===== src/rtl/demux_pkg.sv =====
// Shared types for the 1-to-N stream demultiplexer.
// Optional statistics counters are enabled by DEMUX_STATS_EN.
package demux_pkg;

    typedef enum logic {
        CH_EMPTY = 1'b0,
        CH_FULL  = 1'b1
    } ch_state_e;

    localparam int STAT_W = 16;

endpackage


===== src/rtl/demux_slot.sv =====
// One output channel: EMPTY/FULL FSM plus a one-word data register.
// Build option DEMUX_STATS_EN lives in the top level only.
module demux_slot
    import demux_pkg::*;
#(
    parameter int DATA_W = 8
) (
    input  logic              clk,
    input  logic              rst_n,
    input  logic [DATA_W-1:0] in_data,
    input  logic              in_valid,
    output logic              in_ready,
    output logic [DATA_W-1:0] out_data,
    output logic              out_valid,
    input  logic              out_ready
);

    ch_state_e state_q;
    logic      load;

    // A full slot can still take a word when the consumer drains it this cycle.
    assign in_ready  = (state_q == CH_EMPTY) | out_ready;
    assign load      = in_valid & in_ready;
    assign out_valid = (state_q == CH_FULL);

    always_ff @(posedge clk or negedge rst_n) begin
        if (!rst_n) begin
            state_q  <= CH_EMPTY;
            out_data <= '0;
        end else begin
            unique case (state_q)
                CH_EMPTY: begin
                    if (load) begin
                        state_q  <= CH_FULL;
                        out_data <= in_data;
                    end
                end
                CH_FULL: begin
                    if (load) begin
                        out_data <= in_data;
                    end else if (out_ready) begin
                        state_q  <= CH_EMPTY;
                        out_data <= '0;
                    end
                end
                default: begin
                    state_q  <= CH_EMPTY;
                    out_data <= '0;
                end
            endcase
        end
    end

endmodule


===== src/rtl/demux_1xn_stream.sv =====
// 1-to-N valid/ready stream demux with a registered slot per channel.
// Define DEMUX_STATS_EN to add xfer_cnt/drop_cnt statistics ports.
module demux_1xn_stream
    import demux_pkg::*;
#(
    parameter  int N_CH   = 4,
    parameter  int DATA_W = 8,
    localparam int SEL_W  = $clog2(N_CH)
) (
    input  logic                   clk,
    input  logic                   rst_n,
    input  logic [DATA_W-1:0]      in_data,
    input  logic [SEL_W-1:0]       in_sel,
    input  logic                   in_valid,
    output logic                   in_ready,
    output logic [N_CH*DATA_W-1:0] out_data,
    output logic [N_CH-1:0]        out_valid,
    input  logic [N_CH-1:0]        out_ready,
    output logic                   sel_err
`ifdef DEMUX_STATS_EN
    ,
    output logic [N_CH*STAT_W-1:0] xfer_cnt,
    output logic [STAT_W-1:0]      drop_cnt
`endif
);

    logic [N_CH-1:0] hit;
    logic [N_CH-1:0] slot_rdy;
    logic            bad_sel;

    genvar k;
    generate
        for (k = 0; k < N_CH; k++) begin : g_ch
            assign hit[k] = (in_sel == SEL_W'(k));

            demux_slot #(
                .DATA_W (DATA_W)
            ) u_slot (
                .clk       (clk),
                .rst_n     (rst_n),
                .in_data   (in_data),
                .in_valid  (in_valid & hit[k]),
                .in_ready  (slot_rdy[k]),
                .out_data  (out_data[k*DATA_W +: DATA_W]),
                .out_valid (out_valid[k]),
                .out_ready (out_ready[k])
            );
        end
    endgenerate

    // An out-of-range select matches no channel: accept and drop the word.
    assign bad_sel = in_valid & ~|hit;

    always_comb begin
        in_ready = 1'b1;
        for (int i = 0; i < N_CH; i++) begin
            if (hit[i]) in_ready = slot_rdy[i];
        end
    end

    always_ff @(posedge clk or negedge rst_n) begin
        if (!rst_n) sel_err <= 1'b0;
        else        sel_err <= bad_sel;
    end

`ifdef DEMUX_STATS_EN
    logic [STAT_W-1:0] xfer_q [N_CH];

    generate
        for (k = 0; k < N_CH; k++) begin : g_stat
            always_ff @(posedge clk or negedge rst_n) begin
                if (!rst_n) begin
                    xfer_q[k] <= '0;
                end else if (out_valid[k] & out_ready[k]) begin
                    xfer_q[k] <= xfer_q[k] + STAT_W'(1);
                end
            end

            assign xfer_cnt[k*STAT_W +: STAT_W] = xfer_q[k];
        end
    endgenerate

    always_ff @(posedge clk or negedge rst_n) begin
        if (!rst_n)       drop_cnt <= '0;
        else if (bad_sel) drop_cnt <= drop_cnt + STAT_W'(1);
    end
`endif

endmodule


===== config.mk =====
export PLATFORM = sky130hd
export DESIGN_NAME = demux_1xn_stream
export DESIGN_NICKNAME = d
export VERILOG_FILES = /design/src/rtl/demux_pkg.sv /design/src/rtl/demux_slot.sv /design/src/rtl/demux_1xn_stream.sv
export SDC_FILE = /design/constraint.sdc
export NUM_CORES = 1
export LEC_CHECK = 0
export ABC_AREA = 0
export CAP_MARGIN = 20
export CORE_ASPECT_RATIO = 1.75
export CORE_UTILIZATION = 50
export DETAILED_ROUTE_END_ITERATION = 8
export HOLD_SLACK_MARGIN = 0.08
export PLACE_DENSITY = 0.85
export SETUP_SLACK_MARGIN = 0.2
export SLEW_MARGIN = 30
export SYNTH_ARGS = -nofsm -noshare
export SYNTH_HDL_FRONTEND = slang
export SYNTH_HIERARCHICAL = 1
export SYNTH_SLANG_ARGS = --single-unit

===== constraint.sdc =====
create_clock -name clk -period 1.6 [get_ports clk]
set_clock_uncertainty 0.1 [all_clocks]
set_input_delay 0.24 -clock clk [delete_from_list [all_inputs] [get_ports clk]]
set_output_delay 0.24 -clock clk [all_outputs]
set_load 0.03 [all_outputs]

==> impl_metrics.json, run 1 <==
{
  "status": "finished with violations",
  "violations": "negative setup slack",
  "core_um2": 4480,
  "worstSetupPathType": "reg2out",
  "cts_hold_buf": 0,
  "clock_latency_ns": 0.28,
  "path_clk_slew_ns": 0.07,
  "critPathArrivalTime_ns": 1.41,
  "fillers": 326,
  "area_growth_pct": 28.4,
  "cts_max_path_buffers": 2,
  "initial_core_util_pct": 53.0,
  "dieArea_um2": 5050,
  "h-tree-depth": 2,
  "cts.sinks": 37,
  "diodes": 0,
  "row_count": 32,
  "syn_inst": 199,
  "pwr-share-clk_pct": 19.2,
  "hold_path_class": "in2async",
  "drive_gt1_share_pct": 44.2,
  "leakage_nw": 1.31,
  "synth_nets": 216,
  "crit_start": "g_ch[3].u_slot/out_valid$_DFF_PN0_",
  "r2r_slack_ns": 0.43,
  "drt_iter0_drc": 48,
  "maxSlewViolCount": 0,
  "fmax_mhz": 572,
  "cp-end-kind": "output port",
  "grt_max_degree": 38,
  "gp_congestion": 0.807,
  "maxCapViolations": 0,
  "viasPerCell": 5.87,
  "hpwl_mm": 3.72,
  "cts_tree": "yes",
  "p_switching_mw": 1.32,
  "fin_crit_sh_pct": 109,
  "ant_nets": 0,
  "io_buffers": 54,
  "combPwrFrac_pct": 41.9,
  "finalCriticalPeriod_ns": 1.75,
  "rsz0062_at_grt": "yes",
  "p_per_area_nw_per_um2": 1080,
  "synth.yosys.seq_area_share_pct": 38.9,
  "root_buffer": "clkbuf_8",
  "multiInputGateArea_um2": 1130,
  "p_sw_share_pct": 40.0,
  "reg2reg_from": "g_ch[3].u_slot/out_valid$_DFF_PN0_",
  "grt_overflow": 0,
  "hold_viol_final": 0,
  "antenna_found_initial": 0,
  "ys_ff_latch": 37,
  "regArea_um2": 931,
  "numCtsBuffers": 5,
  "grt_use_total_pct": 23.9,
  "worstPathRequired_ns": 1.26,
  "final_cells": 327,
  "yosysUniqueCellTypes": 16,
  "nets": 292,
  "drcViolationCount": 0,
  "drt_first_pass_iters": 4,
  "die_h_um": 93.2,
  "routed_wl_mm": 5.67,
  "die_w_um": 54.1,
  "postSynthAreaPerCell_um2": 12.0,
  "reg2reg_depth": 4,
  "place_inst": 308,
  "peakVddDrop_uv": 925,
  "grt_pass1_wl_mm": 8.78,
  "post_drt_wl_per_cell_um": 17.3,
  "critPathLaunchType": "flip-flop",
  "crit_fanout": 2,
  "rr_endpoint": "g_ch[3].u_slot/out_data[4]$_DFFE_PN0P_",
  "grt_pass1_vias": 1830,
  "setup_ws_ns": -0.149,
  "seq_power_share_pct": 38.9,
  "setup_viol": 1,
  "dr_total_vias": 1920,
  "ys_warn_count": 6,
  "ios": 55,
  "p_int_mw": 1.98,
  "hold_slack_ns": 0.224,
  "syn-cell-area_um2": 2380,
  "post-route-util_pct": 68.1
}
-- power by group through the flow --
stage | Combinational [mW] | Clock, mW | Sequential (mW)
after global routing | 1.47 | 0.679 | 1.31
after floorplan | 0.573 | 0 | 1.65
after global placement | 1.46 | 0 | 1.29
after CTS | 1.41 | 0.645 | 1.28
final | 1.38 | 0.633 | 1.29
after detailed placement | 1.49 | 0 | 1.30
-- final cells by class --
cell class / instances / share of cell area (%)
inverter: 32 / 3.93
timing repair buffer: 87 / 23.9
sequential: 37 / 30.5
clock buffer: 8 / 2.62
tap: 51 / 2.09
multi-input combinational: 112 / 37.0
-- routing by layer --
layer / wire (um) / vias to the layer above / GRT usage (%)
met1: 2240 / 952 / 31.2
met5: 0 / - / 0
li1: - / 875 / -
met2: 2940 / 76 / 37.4
met3: 286 / 17 / 4.55
met4: 208 / 0 / 10.5
-- Yosys cell counts (all sizes together) --
cell type  instances  area, um^2
and3               1        7.51
buf               20         245
mux4               1        22.5
conb               1        3.75
nor3b              1        7.51
mux2i             32         320
inv               32         120
nand3             32         160
nand2b             8        90.1
dfrtp             37         926
o221ai            32         455
and3b              2        20.0
-- cells by family after synthesis --
family	after synthesis	share of synthesized area (%)
other	1	0.158
buffers and inverters	52	15.4
flip-flops	37	38.9
multiplexers	33	14.4
AO/OA/AOI/OAI	32	19.1
AND/OR/NAND/NOR	44	12.0
-- placed cells by master, fill, tap and decap left out, types with 2 or more instances in the layout --
cell,netlist,final
buf_4,4,26
clkbuf_8,0,5
buf_6,12,6
clkbuf_2,0,27
clkdlybuf4s50_1,0,9
nand2b_4,4,4
and3b_4,0,2
mux2i_1,32,31
o221ai_2,28,28
and3b_1,0,2
o221ai_1,4,4
buf_12,4,2
clkdlybuf4s15_2,0,6
nand2b_2,4,4
nand3_1,32,32
clkdlybuf4s15_1,0,2
clkbuf_1,0,3
dfrtp_2,0,4
dfrtp_1,37,33
dlygate4sd2_1,0,5
inv_1,32,32
buf_8,0,3
-- per-stage QoR --
stage               cell area, um^2  power [mW]  TNS [ns]  setup WS (ns)
floorplan                      2400        2.23    -0.116         -0.116
global placement               2950        2.75     -9.58         -0.659
detailed placement             2950        2.79    -11.62         -0.675
CTS                            3050        3.33    -0.153         -0.153
global route                   3050        3.47    -0.184         -0.184
finish                         3050        3.30    -0.149         -0.149
-- worst max path at each step --
stage / slack [ns] / endpoint / cells past startpoint
finish: -0.15 / in_ready / 3
global route: -0.18 / in_ready / 3
CTS: -0.15 / in_ready / 3
detailed placement: -0.68 / in_ready / 4
global placement: -0.66 / in_ready / 4
floorplan: -0.12 / in_ready / 4
-- timing repair --
| item | CTS | global route |
|---|---|---|
| resized for setup | 89 | 48 |
| endpoints found under the setup margin | 72 | 50 |
| setup buffers | 0 | 8 |
| pin swaps | 2 | 2 |
| gates cloned | 2 | 1 |
-- worst max-delay path, stage by stage (launching register included) --
cell	delay, ns
dfrtp_2	0.39
nand2b_4	0.07
mux4_2	0.50
buf_6	0.16
-- registers in the layout, indices dropped and copies added (netlist names) --
name,count
g_ch.u_slot/out_data,32
g_ch.u_slot/out_valid,4
sel_err,1
Power figures use the tool's default switching activity.
==> run 2, diff against run 1 <==
Settings changed: CAP_MARGIN 20 to not set, SLEW_MARGIN 30 to not set.
==> results of run 2 <==
Same layout as run 1: the final DEF is identical, and so are final timing and power.
==> run 3, diff against run 2 <==
Settings changed: CORE_UTILIZATION 50 to 52, CTS_BUF_LIST set to sky130_fd_sc_hd__clkbuf_4 sky130_fd_sc_hd__clkbuf_8, PLACE_DENSITY 0.85 to 0.88.
==> impl_metrics.json, run 3 (synthesis gave the netlist of run 1 again) <==
{
  "dr_total_vias": 1912,
  "post-route-util_pct": 71.6,
  "path_cells": "nand2b_4 > mux4_2 > buf_6",
  "placed_cell_area_um2": 2930,
  "post_drt_wl_per_cell_um": 18.6,
  "tns_ns": -0.124,
  "root_buffer": "clkbuf_8",
  "numCtsBuffers": 5,
  "viasPerCell": 5.81,
  "path_delay_family": "multiplexers",
  "core_um2": 4400,
  "path_buf_inv": 1,
  "ant_nets": 0,
  "place_ws_ns": -0.663,
  "ios": 55,
  "die_w_um": 53.1,
  "gp_congestion": 0.785,
  "final_cell_mix": "inv_1 (32), dfrtp_1 (32), nand3_1 (31), o221ai_2 (28), buf_4 (28)",
  "setup_ws_ns": -0.124,
  "grt_max_degree": 21,
  "drt_first_pass_iters": 4,
  "fin_crit_sh_pct": 108,
  "dieArea_um2": 4860,
  "finalCriticalPeriod_ns": 1.72,
  "p_per_area_nw_per_um2": 1100,
  "diodes": 0,
  "regMostFlops": "g_ch.u_slot/out_data",
  "total_power_mw": 3.47,
  "routed_wl_mm": 6.12,
  "row_count": 32,
  "seq_power_share_pct": 37.4,
  "worstSetupPathType": "reg2out",
  "slowest_delay_ns": 0.46,
  "path_clk_slew_ns": 0.07,
  "p_int_mw": 2.10,
  "cts_max_path_buffers": 2,
  "worstPathRequired_ns": 1.26,
  "crit_slowest_cell": "mux4_2",
  "p_sw_share_pct": 39.6,
  "peakVddDrop_uv": 986,
  "cp-end-kind": "output port",
  "rsz0062_at_grt": "yes",
  "p_switching_mw": 1.38,
  "leakage_nw": 1.34,
  "setup_viol": 1,
  "io_buffers": 54,
  "critPathArrivalTime_ns": 1.38,
  "crit_fanout": 2,
  "pwr-share-clk_pct": 20.9,
  "grt_overflow": 0,
  "grt_pass1_wl_mm": 9.16,
  "combPwrFrac_pct": 41.6,
  "drcViolationCount": 0,
  "initial_core_util_pct": 54.0,
  "area_growth_pct": 32.6,
  "cts_tree": "yes",
  "clock_latency_ns": 0.29,
  "largest_register_ffs": 32,
  "drt_iter0_drc": 44,
  "fillers": 314,
  "violations": "negative setup slack",
  "drive_gt1_share_pct": 47.5,
  "fmax_mhz": 580,
  "maxCapViolations": 0,
  "grt_pass1_vias": 1861,
  "hpwl_mm": 3.92,
  "maxSlewViolCount": 0,
  "die_h_um": 91.5,
  "critPathLaunchType": "flip-flop",
  "hold_path_class": "in2async",
  "nets": 294,
  "status": "finished with violations",
  "antenna_found_initial": 0,
  "hold_viol_final": 0,
  "grt_use_total_pct": 26.3,
  "final_area_um2": 3150,
  "cts.sinks": 37,
  "h-tree-depth": 2
}
[run 3: changes by cell type in the layout (fill, tap and decap cells not counted), moves of 2 or more]
cell	delta
mux2i_4	+3
clkbuf_2	-7
mux2i_1	-4
buf_2	+3
clkbuf_1	-3
buf_4	+2
clkbuf_8	+2
clkdlybuf4s15_2	+3
[run 3: timing repair]
| action | CTS | global route |
|---|---|---|
| hold endpoints to repair | 17 | 0 |
| endpoints found under the setup margin | 72 | 45 |
| hold buffers | 1 | 0 |
| cloned | 2 | 1 |
| pin swaps | 1 | 3 |
| resized for setup | 103 | 44 |
| setup buffers | 1 | 10 |
[run 3: final timing paths]
path,start,cells past startpoint,endpoint,slack [ns]
min in group clk,out_ready[3],4,g_ch[3].u_slot/out_data[0]$_DFFE_PN0P_,0.41
max in group asynchronous,rst_n,3,g_ch[1].u_slot/out_valid$_DFF_PN0_,0.57
setup / recovery,g_ch[0].u_slot/out_valid$_DFF_PN0_,3,in_ready,-0.12
setup reg to reg,g_ch[0].u_slot/out_valid$_DFF_PN0_,4,g_ch[0].u_slot/out_data[7]$_DFFE_PN0P_,0.37
hold / removal,rst_n,2,g_ch[1].u_slot/out_data[1]$_DFFE_PN0P_,0.35
hold reg to reg,g_ch[1].u_slot/out_data[7]$_DFFE_PN0P_,2,g_ch[1].u_slot/out_data[7]$_DFFE_PN0P_,0.50
[run 3: metrics by stage]
stage,std cells,hold WS (ns)
6_report,329,0.347
5_1_grt,329,0.377
4_1_cts,318,0.335
3_5_place_dp,306,0.120
3_3_place_gp,306,0.111
2_1_floorplan,199,-0.156
[run 3: power groups by stage]
stage	clock, mW	combinational (mW)	sequential (mW)
finish	0.727	1.44	1.30
global route	0.773	1.53	1.32
CTS	0.745	1.43	1.29
detailed placement	0	1.50	1.30
global placement	0	1.45	1.29
floorplan	0	0.573	1.65
[run 3: layer usage]
| layer | global-route usage (%) | up-vias | wire, um |
|---|---|---|---|
| li1 | - | 875 | - |
| met1 | 33.0 | 961 | 2370 |
| met2 | 42.7 | 61 | 3320 |
| met3 | 4.86 | 15 | 260 |
| met4 | 10.7 | 0 | 170 |
| met5 | 0 | - | 0 |
[run 3: layout make-up]
cell class                 count  area (um^2)  area share (%)
sequential                    37          932            29.6
clock inverter                 1         5.00           0.159
timing repair buffer          89          762            24.2
inverter                      32          120            3.81
tap                           51         63.8            2.02
multi-input combinational    112         1170            37.2
clock buffer                   7         96.3            3.05
